===== src/rtl/load_div_stall_ctrl_if.sv =====
// load_div_stall_ctrl_if: ID/EX hazard inputs and stall/divider status outputs of the stall controller.
interface load_div_stall_ctrl_if;
    logic       id_re1;
    logic [4:0] id_raddr1;
    logic       id_re2;
    logic [4:0] id_raddr2;
    logic       ex_is_load;
    logic       ex_wreg;
    logic [4:0] ex_waddr;
    logic       ex_div_start;
    logic [5:0] stall;
    logic       div_busy;
    logic       div_done;
    modport master (
        output id_re1, id_raddr1, id_re2, id_raddr2, ex_is_load, ex_wreg, ex_waddr, ex_div_start,
        input  stall, div_busy, div_done
    );
    modport slave (
        input  id_re1, id_raddr1, id_re2, id_raddr2, ex_is_load, ex_wreg, ex_waddr, ex_div_start,
        output stall, div_busy, div_done
    );
endinterface


===== src/rtl/load_div_stall_ctrl.sv =====
// load_div_stall_ctrl: load-use hazard detection and multi-cycle divider sequencing,
// producing the pipeline stall vector (PC, IF, ID, EX, MEM, WB).
module load_div_stall_ctrl #(
    parameter int DIV_CYCLES   = 32,
    parameter int LOAD_BUBBLES = 1
) (
    input logic                    clk,
    input logic                    rst,
    load_div_stall_ctrl_if.slave   bus
);
    typedef enum logic [1:0] {IDLE, LOAD_WAIT, DIV_RUN, DIV_DONE} state_e;
    localparam logic [5:0] STALL_LOAD = 6'b000111;
    localparam logic [5:0] STALL_DIV  = 6'b001111;
    state_e     state_q, state_d;
    logic [6:0] cnt_q, cnt_d;
    logic [5:0] stall_d;
    logic       haz;
    assign haz = bus.ex_is_load & bus.ex_wreg & (bus.ex_waddr != 5'd0) &
                 ((bus.id_re1 & (bus.id_raddr1 == bus.ex_waddr)) |
                  (bus.id_re2 & (bus.id_raddr2 == bus.ex_waddr)));
    always_ff @(posedge clk or posedge rst) begin
        if (rst) begin
            state_q <= IDLE;
            cnt_q   <= '0;
        end else begin
            state_q <= state_d;
            cnt_q   <= cnt_d;
        end
    end
    always_comb begin
        state_d = state_q;
        cnt_d   = cnt_q;
        stall_d = '0;
        case (state_q)
            IDLE: begin
                // div wins over a simultaneous load: the combination is illegal but must stay defined
                if (bus.ex_div_start) begin
                    stall_d = STALL_DIV;
                    state_d = DIV_RUN;
                    cnt_d   = 7'(DIV_CYCLES - 1);
                end else if (haz) begin
                    stall_d = STALL_LOAD;
                    if (LOAD_BUBBLES > 1) begin
                        state_d = LOAD_WAIT;
                        cnt_d   = 7'(LOAD_BUBBLES - 2);
                    end
                end
            end
            LOAD_WAIT: begin
                stall_d = STALL_LOAD;
                cnt_d   = (cnt_q == 7'd0) ? 7'd0 : cnt_q - 7'd1;
                state_d = (cnt_q == 7'd0) ? IDLE : LOAD_WAIT;
            end
            DIV_RUN: begin
                stall_d = STALL_DIV;
                cnt_d   = (cnt_q == 7'd0) ? 7'd0 : cnt_q - 7'd1;
                state_d = (cnt_q == 7'd0) ? DIV_DONE : DIV_RUN;
            end
            default: state_d = IDLE;
        endcase
    end
    assign bus.stall    = rst ? 6'd0 : stall_d;
    assign bus.div_busy = (state_q == DIV_RUN);
    assign bus.div_done = (state_q == DIV_DONE);
endmodule


===== src/flat_wrapper.sv =====
// flat-port wrapper written by rule: the top's interface ports become plain ports
module load_div_stall_ctrl_flat 
#(
    parameter int DIV_CYCLES   = 32,
    parameter int LOAD_BUBBLES = 1
)
  (clk, rst, bus_id_re1, bus_id_raddr1, bus_id_re2, bus_id_raddr2, bus_ex_is_load, bus_ex_wreg, bus_ex_waddr, bus_ex_div_start, bus_stall, bus_div_busy, bus_div_done);
  load_div_stall_ctrl_if bus_i ();
  input logic clk;
  input logic rst;
  input wire logic [$bits(bus_i.id_re1)-1:0] bus_id_re1;
  input wire logic [$bits(bus_i.id_raddr1)-1:0] bus_id_raddr1;
  input wire logic [$bits(bus_i.id_re2)-1:0] bus_id_re2;
  input wire logic [$bits(bus_i.id_raddr2)-1:0] bus_id_raddr2;
  input wire logic [$bits(bus_i.ex_is_load)-1:0] bus_ex_is_load;
  input wire logic [$bits(bus_i.ex_wreg)-1:0] bus_ex_wreg;
  input wire logic [$bits(bus_i.ex_waddr)-1:0] bus_ex_waddr;
  input wire logic [$bits(bus_i.ex_div_start)-1:0] bus_ex_div_start;
  output wire logic [$bits(bus_i.stall)-1:0] bus_stall;
  output wire logic [$bits(bus_i.div_busy)-1:0] bus_div_busy;
  output wire logic [$bits(bus_i.div_done)-1:0] bus_div_done;
  assign bus_i.id_re1 = bus_id_re1;
  assign bus_i.id_raddr1 = bus_id_raddr1;
  assign bus_i.id_re2 = bus_id_re2;
  assign bus_i.id_raddr2 = bus_id_raddr2;
  assign bus_i.ex_is_load = bus_ex_is_load;
  assign bus_i.ex_wreg = bus_ex_wreg;
  assign bus_i.ex_waddr = bus_ex_waddr;
  assign bus_i.ex_div_start = bus_ex_div_start;
  assign bus_stall = bus_i.stall;
  assign bus_div_busy = bus_i.div_busy;
  assign bus_div_done = bus_i.div_done;
  load_div_stall_ctrl #(.DIV_CYCLES(DIV_CYCLES), .LOAD_BUBBLES(LOAD_BUBBLES)) u_core (.clk(clk), .rst(rst), .bus(bus_i));
endmodule

===== config.mk =====
export PLATFORM = sky130hd
export DESIGN_NAME = load_div_stall_ctrl_flat
export DESIGN_NICKNAME = d
export VERILOG_FILES = /design/src/rtl/load_div_stall_ctrl_if.sv /design/src/rtl/load_div_stall_ctrl.sv /design/src/flat_wrapper.sv
export SDC_FILE = /design/constraint.sdc
export NUM_CORES = 1
export LEC_CHECK = 0
export CAP_MARGIN = 0
export CORE_MARGIN = 3
export CORE_UTILIZATION = 39
export DETAILED_ROUTE_END_ITERATION = 6
export DONT_BUFFER_PORTS = 1
export HOLD_SLACK_MARGIN = 0.08
export SLEW_MARGIN = 20
export SYNTH_ARGS = -nofsm -noshare
export SYNTH_HDL_FRONTEND = slang
export SYNTH_SLANG_ARGS = --single-unit

===== constraint.sdc =====
create_clock -name clk -period 2.2 [get_ports clk]
set_clock_uncertainty 0.15 [all_clocks]
set_input_delay 0.22 -clock clk [delete_from_list [all_inputs] [get_ports clk]]
set_output_delay 0.22 -clock clk [all_outputs]
set_load 0.1 [all_outputs]

# Yosys cells after proc, flatten, opt, wreduce, memory -nomap -nowiden
# Index checks and enable logic that the tools add are counted.
# Widths: inputs -> output; s select.
dict set report classes {
  mux 11
  addsub 1
  bitwise 6
  n_eq_ne 6
  div 0
  n_reduce_logical 6
  n_shift 0
  n_lt_le_gt_ge 0
  n_mul 0
}
# cell n
set op_table {}
lappend op_table {{$pmux 6 s3} 1}
lappend op_table {{$mux 7} 2}
lappend op_table {{$pmux 7 s2} 1}
lappend op_table {{$mux 6} 2}
lappend op_table {{$eq 5x5->1} 2}
lappend op_table {{$logic_not 7->1} 1}
lappend op_table {{$sub 7x1->7 const B} 1}
lappend op_table {{$pmux 2 s3} 1}
lappend op_table {{$and 1x1->1} 5}
lappend op_table {{$reduce_bool 5->1} 1}
lappend op_table {{$eq 2x2->1 const B} 2}
lappend op_table {{$mux 3} 1}
lappend op_table {{$eq 2x1->1 const B} 1}
lappend op_table {{$logic_not 2->1} 1}
lappend op_table {{$mux 1} 2}
lappend op_table {{$mux 2} 1}
lappend op_table {{$ne 2x2->1 const B} 1}
lappend op_table {{$reduce_and 2->1} 1}
lappend op_table {{$reduce_bool 2->1} 1}
lappend op_table {{$reduce_or 2->1} 1}
lappend op_table {{$or 1x1->1} 1}
dict set report word_totals {
  n_memories 0
  ff_bits 9
  latch_bits 0
  output_inout_bits 8
  rom_bits 0
  mem_bits_rw 0
}

# Depth between registers and ports, before layout
# Gate-level depths: netlist of run 1.
dict set report logic_depth {
  ltp_word 8
  ltp_mapped 7
  depth_no_buf 7
}

# Worst setup path before layout of run 1
# OpenSTA, ideal clock, no wires.
dict set report synth_path {
  path_kind {reg-to-output}
  start {register u_core.state_q[0]}
  end {output bus_stall[1]}
  slack_ns -2.383
  path_stages_with_launch 4
  required_time_ns 1.830
  arrival_ns 4.213
  path_cell_list {dfrtp_1 ha_1 o32ai_1 buf_4}
}
dict set report synth_between {
  elab_chain_cells 3
  elab_cells_between_ends 5
  cone_classes {eq/ne: 2; mux: 2; reduce/logical: 1}
}
# element line_no
set synth_lines {}
lappend synth_lines {{from (decl)} load_div_stall_ctrl.sv:14} ;# state_e state_q, state_d;
lappend synth_lines {{from (signal assigned)} load_div_stall_ctrl.sv:26} ;# state_q <= state_d;
lappend synth_lines {{$eq 2x2->1, or another cell as far along} load_div_stall_ctrl.sv:34} ;# case (state_q)
lappend synth_lines {{$pmux 6 s3 (*)} load_div_stall_ctrl.sv:34}
lappend synth_lines {{$mux 6 (*)} load_div_stall_ctrl.sv:62} ;# assign bus.stall = rst ? 6'd0 : stall_d;
lappend synth_lines {{to (decl)} flat_wrapper.sv:19} ;# output wire logic [$bits(bus_i.stall)-1:0] bus_stall;
# Every way passes the cells marked *; elsewhere a longest branch is shown, timed or not.

# Worst setup path in the final report of run 1
dict set report layout_path {
  start {register u_core.state_q[0]}
  end {output bus_stall[0]}
}
# The elaborated chain is that of the path after synthesis.

==> summary.txt, run 1 <==
Hold path
  – Hold depth: 3
  – Hold WC Path Type: in -> reg

Setup path
  – Worst EP required: 1830 ps
  – Worst-path fanout max: 6
  – Crit Path Class: reg -> out
  – Worst Reg2Reg Path Length in Cells: 7
  – Crit path arrival time: 1760 ps
  – Startpoint types: flip-flop
  – Critical Path Sink Type: primary output

Synth
  – Cell Area, Synth: 749 um^2
  – Area leader, netlist: dfrtp_1
  – EDFF count, synth: 0
  – Yosys warnings: 0
  – Ys async rst share: 100%
  – Gate count of the mapped netlist: 84
  – Post-synthesis register bit count: 9
  – Post-synth top area share: between 30% and 40%
  – Synth top cells by count: 9 x dfrtp_1, 9 x nor2_1, 8 x xor2_1
  – Top cells by area, synth: dfrtp_1 30%, xor2_1 9.3%, ha_1 8.3%
  – Part of the Yosys area used for sequential elements: 30.1%
  – Avg Inst Size Synth: 8.92 um^2
  – Ys flop type: dfrtp_1
  – Yosys cell types: 32

Die
  – DIE AREA: 2480 um^2
  – Boundary pin count: 30
  – Initial core utilization: 42.5%
  – FP Rows: 15
  – Die Wd: 49.8 um
  – Die Y: 49.8 um
  – Core outline area: ~1800 um^2

Route
  – Drt total wl: approximately 1.6 mm
  – Via count: 656
  – First drt pass iteration count: 4
  – # DRC: 0
  – Via density: 5.38
  – ANT nets after route: 0
  – Initial DRC Count: 2
  – Avg WL per Cell: 13.4 um

Power and ir drop
  – Total power per unit cell area: 1540 nW/um^2
  – Leak Pwr: 0.404 nW
  – Tot Pwr: 0.00152 W
  – Worst vdd ir: 1.12 mV

Place
  – Dpl hpwl: 1.27 mm
  – PortBufs: 0
  – Post-Place Cells: 112
  – Pre-CTS setup slack: around 250 ps
  – Placer Congestion: 0.748

Finish
  – ANT cells: 0
  – Share of cells above drive strength 1: between 20% and 30%
  – Nets: 125
  – Fin cells: 122
  – Final Core Density: 55.9%
  – Synth-to-layout area growth: 31.6%

Global routing
  – Largest net degree at the start of global routing: 10
  – First-pass GRT wire length: 2.71 mm
  – Initial antenna violation count: 0
  – Vias in the first global route: 619
  – GR Overflow Total: 0
  – GRT Overall Usage: ~14%

Timing
  – RSZ-0062 raised after global routing: yes
  – Post-route worst setup slack: 69.7 ps
  – Min Tclk post-route: 2130 ps
  – Final Cycle Share: 96.8%
  – Final hold viol count: 0
  – Final setup fails: 0
  – Final Slew Violations: 0
  – Setup TNS: 0 ps
  – Max frequency: roughly 470 MHz

Clock network
  – CTS tree: yes
  – CTS Buf Count: 3
  – Clock Latency Late Sink: 260 ps
  – Clock transition at the registers of the reported paths: 60 ps
  – CTS Sinks: 9
  – # H-tree levels: 1
  – CTS Buffer Depth: 2
  – Clock tree root driver cell: clkbuf_4

Job
  – Max-cap viol count: 0

Outcome
  – Outcome: finished clean
-- worst paths after layout --
path                                    from                 to  slack, ps
setup / recovery           u_core.state_q[0]       bus_stall[0]         70
hold / removal              bus_ex_div_start  u_core.state_q[1]        110
hold reg to reg              u_core.cnt_q[2]    u_core.cnt_q[2]        390
setup reg to reg             u_core.cnt_q[0]  u_core.state_q[0]        340
max in group asynchronous                rst  u_core.state_q[0]       1380
min in group asynchronous                rst    u_core.cnt_q[6]        220
-- layer usage --
metal	wire length (um)	track usage (%)
met5	0	0
met4	19	8.29
met3	89	3.63
met2	843	22.5
met1	679	18.1
-- cell type report --
class	count	area (um^2)
Fill cell	180	778
Inverter	5	18.8
Clock buffer	4	26.3
Timing Repair Buffer	12	140
Tap cell	25	31.3
Multi-Input combinational cell	67	543
Sequential cell	9	226
-- cell families after synthesis --
group | after synthesis | synth area share (%)
other | 1 | 0.500
DFF | 9 | 30.1
AOI/OAI and AO/OA | 21 | 19.2
buffers and inverters | 9 | 6.51
adders and majority gates | 5 | 8.35
and+or+nand+nor | 28 | 22.4
muxes | 1 | 1.34
xor gates and xnor gates | 10 | 11.7
-- cells in the final DEF, fill, tap and decap left out, types with 2 or more instances in the layout --
cell           instances
a21oi_1                3
a22o_1                 2
a2bb2oi_1              2
a31oi_1                2
buf_12                 2
buf_4                  7
clkbuf_4               3
conb_1                 2
dfrtp_1                8
dlygate4sd3_1          2
ha_1                   3
ha_4                   2
inv_1                  3
inv_2                  2
nand2_1                4
nand2b_1               2
nor2_1                 8
nor2b_1                2
nor4_1                 2
o21ai_0                3
o31a_1                 2
o41ai_1                2
xnor2_1                2
xor2_1                 8
-- power by group --
group	switching (W)	total [W]	internal (W)
Sequential	0.0000378	0.000245	0.000208
Combinational	0.000709	0.00115	0.000440
Clock	0.0000585	0.000128	0.0000699
Total	0.000805	0.00152	0.000717
-- worst max-delay path, stage by stage, from the launching register on --
cell and delay (ps):
dfrtp_2 440, inv_2 90, ha_4 170, nand3_2 80
nor3_2 130, o21ai_2 90, o32ai_4 240, buf_12 240
-- flip-flops by register name, summed over array words and instances (netlist names) --
register,cells
u_core.cnt_q,7
u_core.state_q,2
-- metrics by stage --
stage	area, um^2	hold slack, ps
detailed placement	896	-47.6
floorplan	830	-102
CTS	965	99.7
global route	986	148
global placement	896	-44.7
finish	986	110
-- what timing repair did --
item,CTS,global route
setup endpoints to repair,3,3
hold buffers,2,0
pin swaps,1,2
buffers inserted,3,1
resized for setup,1,3
endpoints found under the hold margin,11,0
No activity file was read; power rests on OpenSTA's default activity.
==> run 2: changes to the inputs <==
==> constraint.sdc (replaced) <==
create_clock -name clk -period 2.2 [get_ports clk]
set_clock_uncertainty 0.15 [all_clocks]
set_input_delay 0.33 -clock clk [delete_from_list [all_inputs] [get_ports clk]]
set_output_delay 0.33 -clock clk [all_outputs]
set_load 0.1 [all_outputs]
==> run 2 against run 1 <==
Via count increased by 2.6%. First-iteration DRC count increased to 5.0 times the previous value. Sequential power about the same. Non-clock buffer count increased by 4. Critical endpoint is now bus_stall[2]. Total power increased by 9.6%. Core utilization increased by 3.8 points. Combinational power increased by 12%. Die area unchanged. Maximum frequency decreased by 2.3%. Largest power group unchanged. Count of clock-buffer cells in the layout unchanged.
==> summary.txt, run 2 (synthesis results as in run 1) <==
Timing
  – Max frequency: 459 MHz (-2.3%)
  – RSZ-0062 raised after global routing: yes
  – Final hold viol count: 0 (unchanged)
  – Final Cycle Share: 99.1% (+2.3 points)
  – Hold slack: 180 ps (+70.3 ps)
  – Final setup fails: 0 (unchanged)
  – Final Slew Violations: 0 (unchanged)
  – Min Tclk post-route: 2180 ps (+50.3 ps)

Route
  – # DRC: 0 (unchanged)
  – Drt total wl: 1.71 mm (+4.5%)
  – Initial DRC Count: 10 (+8)
  – Via density: 5.34 (-0.67%)
  – ANT nets after route: 0 (unchanged)
  – Avg WL per Cell: 13.5 um (+1.2%)
  – Via count: 673 (+2.6%)
  – First drt pass iteration count: 4 (unchanged)

Finish
  – # fillers: 154 (-14%)
  – Share of cells above drive strength 1: 34.7% (+5.8 points)
  – Synth-to-layout area growth: 40.6%
  – Fin cells: 126 (+3.3%)
  – ANT cells: 0 (unchanged)
  – Nets: 129 (+3.2%)
  – Top reg by flops: u_core.cnt_q
  – Largest regs: u_core.cnt_q (7), u_core.state_q (2)
  – Max reg flops: 7 (unchanged)
  – Final Core Density: 59.7% (+3.8 points)
  – Commonest non-fill, non-tap cell in the layout: buf_4
  – Most frequent cells in the layout: 9 x buf_4, 8 x nor2_1, 8 x xor2_1

Power and ir drop
  – Total power per unit cell area: 1580 nW/um^2 (+2.6%)
  – Switching Power: 0.000847 W (+5.2%)
  – Leak Pwr: 0.434 nW (+7.4%)
  – Clock network fraction of design power: 7.7% (-0.7 points)
  – Switching part of the total: 50.7% (-2.2 points)
  – Worst vdd ir: 1.09 mV (-2.4%)
  – Int Power: 0.000823 W (+15%)
  – Power share of the combinational group: 77.5% (+2.1 points)
  – Reg power frac: 14.8% (-1.3 points)

Clock network
  – # H-tree levels: 1 (unchanged)
  – CTS Buf Count: 3 (unchanged)
  – CTS tree: yes
  – CTS Buffer Depth: 2 (unchanged)
  – Clock tree root driver cell: clkbuf_4
  – Clock Latency Late Sink: 260 ps (about the same)
  – CTS Sinks: 9 (unchanged)
  – Clock transition at the registers of the reported paths: 60 ps (about the same)

Setup path
  – Buf/Inv on CP: 3 (+1)
  – Worst EP required: 1720 ps (-110 ps)
  – Critical Path Sink Type: primary output
  – Slowest cell on crit path: dfrtp_2
  – Crit path arrival time: 1700 ps (-60 ps)
  – Crit-path most repeated cell: buf_12
  – Worst-path fanout max: 4 (-2)
  – CP peak stage delay: 420 ps (-20 ps)
  – Startpoint types: flip-flop
  – Family with the most delay on the worst path: buffers and inverters
  – CP cell instances: buf_6 -> ha_4 -> nor3_4 -> o21ai_2 -> o32ai_4 -> buf_12 -> buf_12
  – Crit Path Class: reg -> out

Place
  – Post-Place Cells: 112 (unchanged)
  – Dpl hpwl: 1.27 mm (+0.12%)
  – Placer Congestion: 0.763 (+2.1%)
  – PortBufs: 0 (unchanged)

Global routing
  – Largest net degree at the start of global routing: 10 (unchanged)
  – First-pass GRT wire length: 2.97 mm (+9.7%)
  – Initial antenna violation count: 0 (unchanged)
  – Vias in the first global route: 661 (+6.8%)
  – GRT Overall Usage: 16.1% (+1.6 points)
  – GR Overflow Total: 0 (unchanged)

Die
  – Die Y: 49.8 um (unchanged)
  – Core outline area: 1760 um^2 (unchanged)
  – FP Rows: 15 (unchanged)
  – Die Wd: 49.8 um (unchanged)
  – Initial core utilization: 42.5% (unchanged)
  – DIE AREA: 2480 um^2 (unchanged)
  – Boundary pin count: 30 (unchanged)

Job
  – Max-cap viol count: 0 (unchanged)

Hold path
  – Hold WC Path Type: in -> reg

Outcome
  – Outcome: finished clean
-- run 2: cell count changes in the layout (fill, tap and decap cells not counted), sizes merged --
cell and delta:
buf +5, dlygate4sd3 -1
-- run 2: final timing paths --
path	start	endpoint	slack, ps	cells after the start
min in group asynchronous	rst	u_core.cnt_q[0]	330	2
min	bus_ex_div_start	u_core.state_q[0]	180	2
min reg2reg	u_core.cnt_q[2]	u_core.cnt_q[2]	380	1
max in group asynchronous	rst	u_core.state_q[0]	1280	2
max	u_core.state_q[0]	bus_stall[2]	20	7
max reg2reg	u_core.state_q[1]	u_core.cnt_q[5]	320	8
-- run 2: area by class of cell --
type / instances / area [um^2] / area share, %
Multi-Input combinational cell: 67 / 552 / 52.4
Sequential cell: 9 / 228 / 21.6
Timing Repair Buffer: 16 / 195 / 18.5
Tap cell: 25 / 31.3 / 2.97
Inverter: 5 / 21.3 / 2.02
Clock buffer: 4 / 26.3 / 2.49
-- run 2: power by group through the flow --
stage	Sequential [W]	Clock, W	Combinational (W)
after floorplan	0.000247	0	0.000926
after detailed placement	0.000256	0	0.00109
after CTS	0.000245	0.000136	0.00120
final	0.000247	0.000129	0.00129
after global placement	0.000254	0	0.00108
after global routing	0.000252	0.000142	0.00138
-- run 2: what timing repair did --
| action | 4_1_cts | 5_1_grt |
|---|---|---|
| pin swaps | 4 | 2 |
| buffers inserted | 7 | 2 |
| cloned | 0 | 0 |
| resized for setup | 7 | 4 |
| hold buffers | 1 | 0 |
| hold endpoints to repair | 9 | 0 |
| setup endpoints to repair | 3 | 5 |
-- run 2: worst register-to-register path, delay by kind of cell (launching register included) --
kind,cells,cell delay (ps)
AOI/OAI and AO/OA,1,240
adders and majority gates,1,160
buffers and inverters,3,330
DFF,1,420
and+or+nand+nor,3,490
-- run 2: stage by stage --
step / setup TNS, ps / total power [W] / area (um^2) / worst slack [ps]
3_5_place_dp: 0 / 0.00134 / 896 / 132
6_report: 0 / 0.00167 / 1050 / 19.3
4_1_cts: -157 / 0.00158 / 1010 / -55.5
5_1_grt: -119 / 0.00177 / 1050 / -40.6
2_1_floorplan: -639 / 0.00117 / 830 / -303
3_3_place_gp: 0 / 0.00134 / 896 / 158
-- run 2: per-layer routing --
metal	vias up	part of all wire, %	global-route usage, %	routed length, um
li1	330	-	-	-
met1	314	42	19.7	725
met2	27	50	26.0	854
met3	2	6.2	3.63	105
met4	0	1.2	8.29	21
met5	-	0	0	0
==> run 3: changes to the inputs <==
==> constraint.sdc (replaced) <==
create_clock -name clk -period 2.3 [get_ports clk]
set_clock_uncertainty 0.15 [all_clocks]
set_input_delay 0.345 -clock clk [delete_from_list [all_inputs] [get_ports clk]]
set_output_delay 0.345 -clock clk [all_outputs]
set_load 0.1 [all_outputs]
==> run 3 against run 2 <==
Sequential power down 8.5%. Core utilization down 2.1 points. Worst setup slack improved by 53 ps. Clock power decreased by 6%. Critical path depth shrank 1. Global-route usage decreased by 0.35 points. Combinational power down 8%. First-iteration DRC count grew 10%. Worst hold slack lost 6.4 ps.
==> summary.txt, run 3 (synthesis results as in run 1) <==
Clock network
  – # H-tree levels: 1 (unchanged)
  – Clock transition at the registers of the reported paths: 60 ps (about the same)
  – CTS Buf Count: 3 (unchanged)
  – CTS tree: yes
  – Clock tree root driver cell: clkbuf_4
  – CTS Sinks: 9 (unchanged)
  – Clock Latency Late Sink: 260 ps (about the same)
  – CTS Buffer Depth: 2 (unchanged)

Route
  – Avg WL per Cell: 13.9 um (+2.6%)
  – ANT nets after route: 0 (unchanged)
  – Via density: 5.40 (+1.2%)
  – # DRC: 0 (unchanged)
  – Drt total wl: 1.75 mm (+2.6%)
  – First drt pass iteration count: 4 (unchanged)
  – Via count: 681 (+1.2%)
  – Initial DRC Count: 11 (+1)

Place
  – PortBufs: 0 (unchanged)
  – Pre-CTS setup slack: 153 ps (+21.4 ps)
  – Dpl hpwl: 1.36 mm (+6.6%)
  – Cell Area, Placed: 896 um^2 (unchanged)
  – Placer Congestion: 0.753 (-1.4%)
  – Post-Place Cells: 112 (unchanged)

Timing
  – Post-route worst setup slack: 72.2 ps (+52.9 ps)
  – Final setup fails: 0 (unchanged)
  – Final Slew Violations: 0 (unchanged)
  – Final hold viol count: 0 (unchanged)
  – RSZ-0062 raised after global routing: no
  – Min Tclk post-route: 2230 ps
  – Hold slack: 174 ps (-6.36 ps)
  – Max frequency: 449 MHz
  – Final Cycle Share: 96.9%
  – Setup TNS: 0 ps (unchanged)

Setup path
  – Slowest cell on crit path: dfrtp_2
  – Crit Path Class: reg -> out
  – CP peak stage delay: 420 ps (about the same)
  – RR Endpoint: u_core.cnt_q[5]
  – Startpoint types: flip-flop
  – Worst EP required: 1800 ps (+80 ps)
  – Worst r2r src: u_core.state_q[1]
  – Worst-path fanout max: 3 (-1)
  – Crit path arrival time: 1730 ps (+30 ps)
  – CP cell instances: inv_2 -> ha_4 -> buf_4 -> a21oi_2 -> o32ai_4 -> buf_12
  – Worst Reg2Reg Path Length in Cells: 7 (-1)
  – Worst R2R Setup Slack: 250 ps (-70 ps)
  – Critical Path Sink Type: primary output

Global routing
  – Initial antenna violation count: 0 (unchanged)
  – Vias in the first global route: 708 (+7.1%)
  – GRT Overall Usage: 15.7% (-0.35 points)
  – Largest net degree at the start of global routing: 10 (unchanged)
  – GR Overflow Total: 0 (unchanged)
  – First-pass GRT wire length: 2.94 mm (-1.1%)

Hold path
  – Hold Path Sink: u_core.state_q[0]
  – Hold WC Path Type: in -> reg
  – Hold depth: 2 (unchanged)
  – Worst hold start: bus_ex_div_start

Die
  – Die Wd: 49.8 um (unchanged)
  – Boundary pin count: 30 (unchanged)
  – DIE AREA: 2480 um^2 (unchanged)
  – Die Y: 49.8 um (unchanged)
  – Core outline area: 1760 um^2 (unchanged)
  – Initial core utilization: 42.5% (unchanged)
  – FP Rows: 15 (unchanged)

Job
  – Max-cap viol count: 0 (unchanged)

Power and ir drop
  – Leak Pwr: 0.425 nW (-1.9%)
  – Worst vdd ir: 0.915 mV (-16%)
  – Total power per unit cell area: 1510 nW/um^2 (-4.7%)

Finish
  – Share of cells above drive strength 1: 32.7% (-2.0 points)
  – ANT cells: 0 (unchanged)
  – Top reg by flops: u_core.cnt_q
  – # fillers: 166 (+7.8%)
  – Max reg flops: 7 (unchanged)
  – Commonest non-fill, non-tap cell in the layout: buf_4
  – Synth-to-layout area growth: 35.7%
  – Nets: 129 (unchanged)
  – Most frequent cells in the layout: 11 x buf_4, 8 x nor2_1, 8 x xor2_1, 8 x dfrtp_1, 4 x nand2_1
  – Largest regs: u_core.cnt_q (7), u_core.state_q (2)
  – Final instance area: 1020 um^2 (-3.4%)
  – Fin cells: 126 (unchanged)

Outcome
  – Outcome: finished clean
==> run 3: final cells by class <==
type / count / area, um^2 / area share (%)
Clock buffer: 4 / 26.3 / 2.58
Timing Repair Buffer: 16 / 171 / 16.9
Tap cell: 25 / 31.3 / 3.08
Multi-Input combinational cell: 67 / 543 / 53.4
Sequential cell: 9 / 226 / 22.3
Inverter: 5 / 18.8 / 1.85
==> run 3: power breakdown <==
group / leakage, nW / total (W) / internal [W] / switching (W)
Combinational: 0.312 / 0.00119 / 0.000474 / 0.000716
Clock: 0.0150 / 0.000121 / 0.0000668 / 0.0000541
Sequential: 0.0984 / 0.000226 / 0.000199 / 0.0000275
Total: 0.425 / 0.00154 / 0.000739 / 0.000798
==> run 3: critical path: cells and delay by family (launching register included) <==
family | cells | cell delay (ps)
compound gates | 2 | 460
fa+ha+maj | 1 | 150
buf+inv | 3 | 440
flops | 1 | 420
==> run 3: how the worst max path moves through the flow <==
| stage | startpoint | endpoint | slack (ps) | cells past startpoint |
|---|---|---|---|---|
| finish | u_core.state_q[0] | bus_stall[0] | 70 | 6 |
| global route | u_core.state_q[1] | bus_stall[0] | 1 | 6 |
| CTS | u_core.state_q[0] | bus_stall[0] | -5 | 7 |
| detailed placement | u_core.state_q[1] | bus_stall[2] | 150 | 7 |
| global placement | u_core.state_q[1] | bus_stall[0] | 190 | 7 |
| floorplan | u_core.state_q[1] | bus_stall[1] | -220 | 5 |
==> run 3: layer usage <==
metal | GRT usage [%] | wire length, um | vias to the layer above
met5 | 0 | 0 | -
met4 | 9.68 | 27 | 0
met3 | 3.63 | 100 | 3
met2 | 29.5 | 944 | 32
met1 | 15.1 | 677 | 322
li1 | - | - | 324
==> run 3: repair_timing <==
item                                   4_1_cts  5_1_grt
endpoints found under the hold margin        9        0
hold buffers                                 1        0
setup endpoints to repair                    3        3
setup buffers                                8        1
resized for setup                            4        1
pin swaps                                    5        2
==> run 3: through the flow <==
| step | utilization, % | total power [W] |
|---|---|---|
| finish | 57.7 | 0.00154 |
| global route | 57.7 | 0.00163 |
| CTS | 57.0 | 0.00153 |
| detailed placement | 50.8 | 0.00129 |
| global placement | 50.8 | 0.00128 |
| floorplan | - | 0.00112 |
